[src/rtl/sample_sched_pkg.sv]
// Shared definitions for the sample scheduler: FSM state encoding,
// configuration address map and the end-of-frame phase helper.
package sample_sched_pkg;

    // Scheduler FSM states
    localparam logic [1:0] ST_IDLE  = 2'd0;
    localparam logic [1:0] ST_ARM   = 2'd1;
    localparam logic [1:0] ST_RUN   = 2'd2;
    localparam logic [1:0] ST_DRAIN = 2'd3;

    // Config addresses 0..NUM_CH-1 select the per-channel trigger phase
    localparam logic [2:0] CFG_ADDR_MASK   = 3'd6;
    localparam logic [2:0] CFG_ADDR_FRAMES = 3'd7;

    // Last phase of a frame (PHASE_MAX) for a given phase width
    function automatic logic [31:0] phase_max(input int width);
        return (32'd1 << width) - 32'd1;
    endfunction

endpackage

[src/rtl/prio_pick.sv]
// Lowest-set-bit priority encoder.
// Ports:
//   req_i  request vector, bit 0 has highest priority
//   idx_o  index of the lowest set bit (0 when none set)
//   any_o  at least one request bit is set
module prio_pick #(
    parameter int NUM_CH = 4,
    parameter int IDXW   = $clog2(NUM_CH)
) (
    input  logic [NUM_CH-1:0] req_i,
    output logic [IDXW-1:0]   idx_o,
    output logic              any_o
);

    // Scan from the top down so the lowest set bit is the last one written
    always_comb begin
        idx_o = '0;
        any_o = 1'b0;
        for (int i = NUM_CH - 1; i >= 0; i--) begin
            if (req_i[i]) begin
                idx_o = IDXW'(i);
                any_o = 1'b1;
            end
        end
    end

endmodule

[src/rtl/sample_scheduler.sv]
// Sample scheduler: fires one sample request per channel per frame at a
// programmed trigger phase of the free-running subsample phase, for a
// programmed number of frames (or continuously), and funnels the requests
// from all channels through a single valid/ready port, lowest channel first.
// Ports:
//   clk, rst_n          clock, asynchronous active-low reset
//   phase_i             subsample phase, +1 per cycle, wraps
//   cfg_we/addr/wdata   config write (trigger phases, enable mask, frame count)
//   start, stop         run control pulses
//   smp_valid/ready     downstream request handshake
//   smp_chan, smp_phase channel and captured phase of the request
//   busy                scheduler not idle
//   frame_done          one-cycle pulse after each active frame end
//   overrun             sticky: an event was dropped on a still-pending channel
module sample_scheduler
    import sample_sched_pkg::*;
#(
    parameter int PHASE_W = 10,
    parameter int NUM_CH  = 4,
    parameter int FRAME_W = 8
) (
    input  logic                      clk,
    input  logic                      rst_n,
    input  logic [PHASE_W-1:0]        phase_i,
    input  logic                      cfg_we,
    input  logic [2:0]                cfg_addr,
    input  logic [PHASE_W-1:0]        cfg_wdata,
    input  logic                      start,
    input  logic                      stop,
    output logic                      smp_valid,
    input  logic                      smp_ready,
    output logic [$clog2(NUM_CH)-1:0] smp_chan,
    output logic [PHASE_W-1:0]        smp_phase,
    output logic                      busy,
    output logic                      frame_done,
    output logic                      overrun
);

    localparam int CHW = $clog2(NUM_CH);
    localparam logic [PHASE_W-1:0] PhaseMax = PHASE_W'(phase_max(PHASE_W));

    logic [1:0]         state_q, state_d;
    logic [PHASE_W-1:0] trig_cfg_q [NUM_CH];
    logic [NUM_CH-1:0]  mask_cfg_q;
    logic [FRAME_W-1:0] frames_cfg_q;
    logic [PHASE_W-1:0] trig_sh_q [NUM_CH];
    logic [NUM_CH-1:0]  mask_sh_q;
    logic               continuous_q;
    logic [FRAME_W-1:0] frames_left_q;
    logic [NUM_CH-1:0]  pending_q, pending_d;
    logic [PHASE_W-1:0] cap_q [NUM_CH];
    logic               slot_v_q;
    logic [CHW-1:0]     slot_ch_q;
    logic [PHASE_W-1:0] slot_ph_q;
    logic               frame_done_q;
    logic               overrun_q;

    logic               start_ok, active, frame_end, last_frame, slot_free;
    logic               pick_any;
    logic [CHW-1:0]     pick_idx;
    logic [NUM_CH-1:0]  ev, clr, drop;

    assign start_ok   = (state_q == ST_IDLE) && start && !stop;
    // ARM contributes only its phase-0 cycle, which is the first cycle of the run
    assign active     = !stop && ((state_q == ST_RUN) ||
                                  ((state_q == ST_ARM) && (phase_i == '0)));
    assign frame_end  = active && (phase_i == PhaseMax);
    assign last_frame = frame_end && !continuous_q && (frames_left_q == FRAME_W'(1));
    // The slot can take a new request when empty or being accepted this cycle
    assign slot_free  = !slot_v_q || smp_ready;

    prio_pick #(.NUM_CH(NUM_CH), .IDXW(CHW)) u_pick (
        .req_i (pending_q),
        .idx_o (pick_idx),
        .any_o (pick_any)
    );

    // Per-channel event detection; a fresh event on a channel whose previous
    // event is still pending (and not moving to the slot now) is dropped
    always_comb begin
        for (int n = 0; n < NUM_CH; n++) begin
            ev[n]        = active && mask_sh_q[n] && (phase_i == trig_sh_q[n]);
            clr[n]       = slot_free && pick_any && (pick_idx == CHW'(n));
            drop[n]      = ev[n] && pending_q[n] && !clr[n];
            pending_d[n] = ev[n] || (pending_q[n] && !clr[n]);
        end
    end

    // Run-control FSM
    always_comb begin
        state_d = state_q;
        case (state_q)
            ST_IDLE:  if (start_ok) state_d = ST_ARM;
            ST_ARM: begin
                if (stop)                state_d = ST_IDLE;
                else if (phase_i == '0)  state_d = ST_RUN;
            end
            ST_RUN:   if (stop || last_frame) state_d = ST_DRAIN;
            ST_DRAIN: if ((pending_q == '0) && !slot_v_q) state_d = ST_IDLE;
            default:  state_d = ST_IDLE;
        endcase
    end

    // Programming registers, writable at any time; a run sees only the shadows
    always_ff @(posedge clk or negedge rst_n) begin
        if (!rst_n) begin
            trig_cfg_q   <= '{default: '0};
            mask_cfg_q   <= '0;
            frames_cfg_q <= '0;
        end else if (cfg_we) begin
            for (int n = 0; n < NUM_CH; n++) begin
                if (cfg_addr == 3'(n)) trig_cfg_q[n] <= cfg_wdata;
            end
            if (cfg_addr == CFG_ADDR_MASK)   mask_cfg_q   <= cfg_wdata[NUM_CH-1:0];
            if (cfg_addr == CFG_ADDR_FRAMES) frames_cfg_q <= FRAME_W'(cfg_wdata);
        end
    end

    // Run state: shadows, frame counting, pending events and the output slot
    always_ff @(posedge clk or negedge rst_n) begin
        if (!rst_n) begin
            state_q       <= ST_IDLE;
            trig_sh_q     <= '{default: '0};
            mask_sh_q     <= '0;
            continuous_q  <= 1'b0;
            frames_left_q <= '0;
            pending_q     <= '0;
            cap_q         <= '{default: '0};
            slot_v_q      <= 1'b0;
            slot_ch_q     <= '0;
            slot_ph_q     <= '0;
            frame_done_q  <= 1'b0;
            overrun_q     <= 1'b0;
        end else begin
            state_q <= state_d;
            if (start_ok) begin
                trig_sh_q     <= trig_cfg_q;
                mask_sh_q     <= mask_cfg_q;
                continuous_q  <= (frames_cfg_q == '0);
                frames_left_q <= frames_cfg_q;
            end else if (frame_end && !continuous_q) begin
                frames_left_q <= frames_left_q - FRAME_W'(1);
            end
            pending_q <= pending_d;
            for (int n = 0; n < NUM_CH; n++) begin
                if (ev[n] && !drop[n]) cap_q[n] <= phase_i;
            end
            if (slot_free) begin
                slot_v_q <= pick_any;
                if (pick_any) begin
                    slot_ch_q <= pick_idx;
                    slot_ph_q <= cap_q[pick_idx];
                end
            end
            frame_done_q <= frame_end;
            if (start_ok)   overrun_q <= 1'b0;
            else if (|drop) overrun_q <= 1'b1;
        end
    end

    assign smp_valid  = slot_v_q;
    assign smp_chan   = slot_ch_q;
    assign smp_phase  = slot_ph_q;
    assign busy       = (state_q != ST_IDLE);
    assign frame_done = frame_done_q;
    assign overrun    = overrun_q;

endmodule

[config.mk]
export PLATFORM = sky130hd
export DESIGN_NAME = sample_scheduler
export DESIGN_NICKNAME = d
export VERILOG_FILES = /design/src/rtl/sample_sched_pkg.sv /design/src/rtl/prio_pick.sv /design/src/rtl/sample_scheduler.sv
export SDC_FILE = /design/constraint.sdc
export NUM_CORES = 1
export LEC_CHECK = 0
export CAP_MARGIN = 20
export CORE_MARGIN = 2
export CORE_UTILIZATION = 25
export DETAILED_ROUTE_END_ITERATION = 10
export HOLD_SLACK_MARGIN = 0.08
export SLEW_MARGIN = 10
export SYNTH_ARGS = -nofsm -noshare
export SYNTH_HDL_FRONTEND = slang
export SYNTH_SLANG_ARGS = --single-unit
[constraint.sdc]
create_clock -name clk -period 3.5 [get_ports clk]
set_input_delay 1.05 -clock clk [delete_from_list [all_inputs] [get_ports clk]]
set_output_delay 1.05 -clock clk [all_outputs]
set_load 0.02 [all_outputs]
# Word-level counts from Yosys, hierarchy flattened
# Index checks and enable logic that the tools add are counted.
# word_totals
register_bits	166
input_bits	29
output_inout_bits	16
wordCells	142
# op_classes
add_sub_neg	1
magnitude_cmp	1
n_eq_ne	21
muxes	21
bitwise	1
n_reduce_logical	73
# ops
op	n
$eq A10 B10 Y1	4
$logic_and A1 B1 Y1	37
$bmux W10 S2	1
$mux W10	2
$mux W2	9
$mux W8	2
$reduce_and A2 Y1	7
$logic_not A1 Y1	11
$eq A10 B10 Y1 const B	1
$logic_not A10 Y1	1
$eq A2 B2 Y1 const B	4
$eq A8 B1 Y1 const B	1
$logic_not A8 Y1	1
$pmux W2 S4	1
$sub A8 B1 Y8 const B	1
$logic_or A1 B1 Y1	7
$eq A3 B2 Y1 const B	2
$eq A3 B3 Y1 const B	2
$mux W1	6
$reduce_bool A2 Y1	3
$eq A2 B1 Y1 const B	2
$logic_not A2 Y1	2
$logic_not A4 Y1	1
$ne A2 B2 Y1 const B	2
8 further kinds	8

# Logic depth before layout (Yosys ltp)
# logic_depth
ltp_word	11
mapped_depth	7
mapped_depth_nobuf	7

# By module
# From an unflattened synthesis, not the netlist that was laid out.
# hier_totals
cells_unflattened	521
hier_area_um2	7547.2
# by_module_without_submodules
mod	n_inst	cells_each	area_per_inst_um2	seq_area_each_um2
sample_scheduler	1	514	7512.2	4154.0
prio_pick	1	7	35.0	0.0

# Worst setup path before layout
# No wires, ideal clock.
# synth_timing
path_kind	input-to-reg
from	in phase_i[1]
to	reg cap_q[30] in the netlist's numbering
setup_ps	128
arrival_ps	2652
required_ps	3372
setup_slack_ps	720
path_stages	6
path_buffers	1
cell_sequence	buf_2 nor4_4 nand4_2 a211oi_2 nand3_4 mux2_1
# synth_via
elab_chain_cells	10
word_cells_on_any_way	11
cone_classes	eq/ne (1); reduce/logical (10)
# synth_rtl
item	line	rtl
start, declared	sample_scheduler.sv:24	input logic [PHASE_W-1:0] phase_i,
$logic_not A10 Y1	sample_scheduler.sv:66	((state_q == ST_ARM) && (phase_i == '0)));
$logic_and A1 B1 Y1	sample_scheduler.sv:66	
$logic_or A1 B1 Y1	sample_scheduler.sv:65	assign active = !stop && ((state_q == ST_RUN) ||
$logic_and A1 B1 Y1	sample_scheduler.sv:65	
$logic_and A1 B1 Y1	sample_scheduler.sv:82	ev[n] = active && mask_sh_q[n] && (phase_i == trig_sh_q[n]);
$logic_and A1 B1 Y1 *	sample_scheduler.sv:82	
$logic_and A1 B1 Y1 (2 in series)	sample_scheduler.sv:84	drop[n] = ev[n] && pending_q[n] && !clr[n];
$logic_not A1 Y1	sample_scheduler.sv:146	if (ev[n] && !drop[n]) cap_q[n] <= phase_i;
$logic_and A1 B1 Y1 *	sample_scheduler.sv:146	
end signal, assigned by index	sample_scheduler.sv:146	
end, declared	sample_scheduler.sv:51	logic [PHASE_W-1:0] cap_q [NUM_CH];
# Mark *: on every way between the ends. The rest lies on a longest branch, timed or not.
# A chain may end at the register's enable or synchronous reset.

# Worst setup path after layout
# layout_timing
from	in phase_i[4]
to	reg frames_left_q[3]
# layout_via
elab_chain_cells	7
word_cells_on_any_way	8
cone_classes	eq/ne (1); reduce/logical (7)
# layout_rtl
item	line	rtl
$logic_not A10 Y1	sample_scheduler.sv:66	
$logic_and A1 B1 Y1	sample_scheduler.sv:66	
$logic_or A1 B1 Y1	sample_scheduler.sv:65	
$logic_and A1 B1 Y1	sample_scheduler.sv:65	
$logic_and A1 B1 Y1 *	sample_scheduler.sv:67	assign frame_end = active && (phase_i == PhaseMax);
$logic_and A1 B1 Y1 *	sample_scheduler.sv:141	end else if (frame_end && !continuous_q) begin
$reduce_bool A2 Y1 (no line) *	n/a	
end signal, assigned	sample_scheduler.sv:140	frames_left_q <= frames_cfg_q;
end signal, assigned	sample_scheduler.sv:142	frames_left_q <= frames_left_q - FRAME_W'(1);
end, declared	sample_scheduler.sv:49	logic [FRAME_W-1:0] frames_left_q;
# Marks and branches as above.

==> qor.csv <==
metric,value,unit
wl_per_cell,16.4,um
yosys_warnings,0,
worstSetupStartpointType,input pin,
die-area,30900,um^2
r2r-start,smp_valid,
vias_per_cell,4.41,
antenna_found_initial,0,
rsz0062_at_grt,false,
crit_path_end_kind,flip-flop,
nNetsFinal,617,
multi_input_area,3080,um^2
core,28900,um^2
hold_depth,1,
yosysMostFrequentCell,dfrtp_1,
async_flop_share,100,%
cts_resized,0,
synth_area,7370,um^2
fin_crit_sh,84.6,%
criticalPathCategory,in2reg,
cts_root_buffer,clkbuf_16,
grt_usage,11.4,%
r2r-end,cap_q[0],
drtAntennaViolNets,0,
final-max-slew-violation-count,0,
grt_pass1_vias,4623,
postCtsSetupBuffers,0,
min_path_type,reg2reg,
synth_top_area_share,56.4,%
synth_ff_type,dfrtp_1,
cp_cell_sequence,clkdlybuf4s50_1 -> nand4_1 -> or3_1 -> a2111oi_1 -> xnor2_1 -> o21ai_1,
yosysTopAreaCell,dfrtp_1,
period_needed,2.96,ns
ir_drop,0.343,mV
hp-start,mask_cfg_q[1],
crit_required,3.80,ns
drt_iter0_drc,250,
start_util,25.5,%
crit_path_top_delay_cell,clkdlybuf4s50_1,
fmax,338,MHz
clock_path_buffers,2,
cellPowerDensity,556,nW/um^2
totalPowerFinal,5030,uW
drc,0,
finClkSkew,0.00980,ns
vias,4339,
r2r_cells,5,
grt_max_degree,63,
ioPinCount,45,
hold_violations,0,
yosys-top-cells-count,"166 x dfrtp_1, 77 x mux2_1, 72 x mux2_2",
clk-insertion-delay-late,0.43,ns
gp_congestion,0.743,
diodes,0,
routed_wl,16100,um
crit_path_max_fanout,8,
die_h,176,um
worst_slew_pin_slew,1.02,ns
drtPass1Iterations,4,
tns,0,ns
syn_nets,553,
cts_tree,yes,
power_leakage,0.00385,uW
worstHoldEndpoint,mask_sh_q[1],
slew-limit-headroom,31.7,%
grt_overflow,0,
grt_pass1_wl,26800,um
ys_types,44,
place_hpwl,11500,um
row_count,62,
synth-edff-count,0,
r2r_slack,1.43,ns
hold_buffers,0,
clock_sinks,166,
final_util,31.4,%
fp.dieW,176,um
ys_seq_area_share,56.4,%
layout-drive-gt1-share,25.4,%
ff_latch_area,4150,um^2
synth_area_per_cell,14.1,um^2
port_buffers,44,
numCtsBuffers,17,
final-setup-viol-count,0,
slowest_delay,0.78,ns
fillers,2946,
h-tree-depth,4,
syn-instance-count,522,
path_clk_slew,0.06,ns
area_growth,22.9,%
cp.arrival,3.26,ns
cap_violations,0,
synthTopCellsByArea,"dfrtp_1 56%, mux2_1 12%, mux2_2 11%",
ys_seq_elements,166,
status,finished clean,
[cells by family after synthesis]
kind of cell	share of synthesized area [%]
muxes	25.8
adders and majority gates	0.340
AOI/OAI and AO/OA	2.99
buffers and inverters	1.94
DFF	56.4
and+or+nand+nor	6.95
xor gates and xnor gates	5.59
[worst max path at each step]
stage	startpoint	to	slack, ns	cells after the start
after floorplan	phase_i[1]	cap_q[30]	0.72	6
after global routing	phase_i[4]	frames_left_q[3]	0.35	6
after global placement	phase_i[4]	frames_left_q[3]	0.08	6
final	phase_i[4]	frames_left_q[3]	0.54	6
after CTS	phase_i[4]	frames_left_q[3]	0.53	6
after detailed placement	phase_i[4]	cap_q[36]	0.11	6
[state kept, by name, indices dropped and copies added (netlist names), named ones only]
register       flops
cap_q             40
continuous_q       1
frame_done         1
frames_cfg_q       8
frames_left_q      8
mask_cfg_q         4
mask_sh_q          4
overrun            1
pending_q          4
smp_chan           2
smp_phase         10
smp_valid          1
state_q            1
trig_cfg_q        40
trig_sh_q         40
[layout make-up]
type | count | area share [%]
clock inverter | 15 | 1.35
multi-input combinational | 323 | 34.0
tap | 384 | 5.31
clock buffer | 17 | 4.70
sequential | 166 | 45.9
inverter | 7 | 0.290
timing repair buffer | 71 | 8.50
[critical path: cells and delay by family]
kind / cells / cell delay, ns
AND/OR/NAND/NOR: 2 / 0.65
AO/OA/AOI/OAI: 2 / 0.57
buffers and inverters: 1 / 0.78
XOR/XNOR: 1 / 0.20
[placed cells by master (no fill, tap or decap), drive strengths merged, types with 3 or more instances in the layout]
master / instances
mux4: 10
clkbuf: 17
nand4: 12
nor3: 7
nor3b: 4
clkdlybuf4s50: 43
buf: 28
xor2: 5
clkinv: 5
dfrtp: 166
nand2: 19
o21ai: 11
nand2b: 3
nor4: 10
nand3: 9
inv: 12
a211oi: 6
xnor2: 42
a21oi: 4
clkinvlp: 5
nor2: 7
mux2: 149
o31ai: 3
a31oi: 3
[metrics by stage]
step                setup WS [ns]  std cells  hold WS [ns]  instance area (um^2)
floorplan                   0.720        522         0.458                  7370
global placement           0.0826        951         0.465                  8510
detailed placement          0.110        951         0.470                  8510
CTS                         0.530        983         0.485                  9050
global route                0.346        983         0.505                  9050
finish                      0.538        983         0.483                  9050
[layer usage]
metal	wire [um]	vias to the layer above	track usage [%]	share of wire [%]
met2	7590	68	17.9	47
met5	0	-	0	0
li1	-	2027	-	-
met1	7720	2237	15.5	48
met3	661	7	3.14	4.1
met4	120	0	2.89	0.75
[report_power, final]
part	total, uW	leakage, uW	switching [uW]	internal, uW
Combinational	781	0.00148	335	446
Clock	1740	0.000256	816	922
Sequential	2510	0.00212	237	2280
Note: power is estimated with default switching activity, not from simulation.
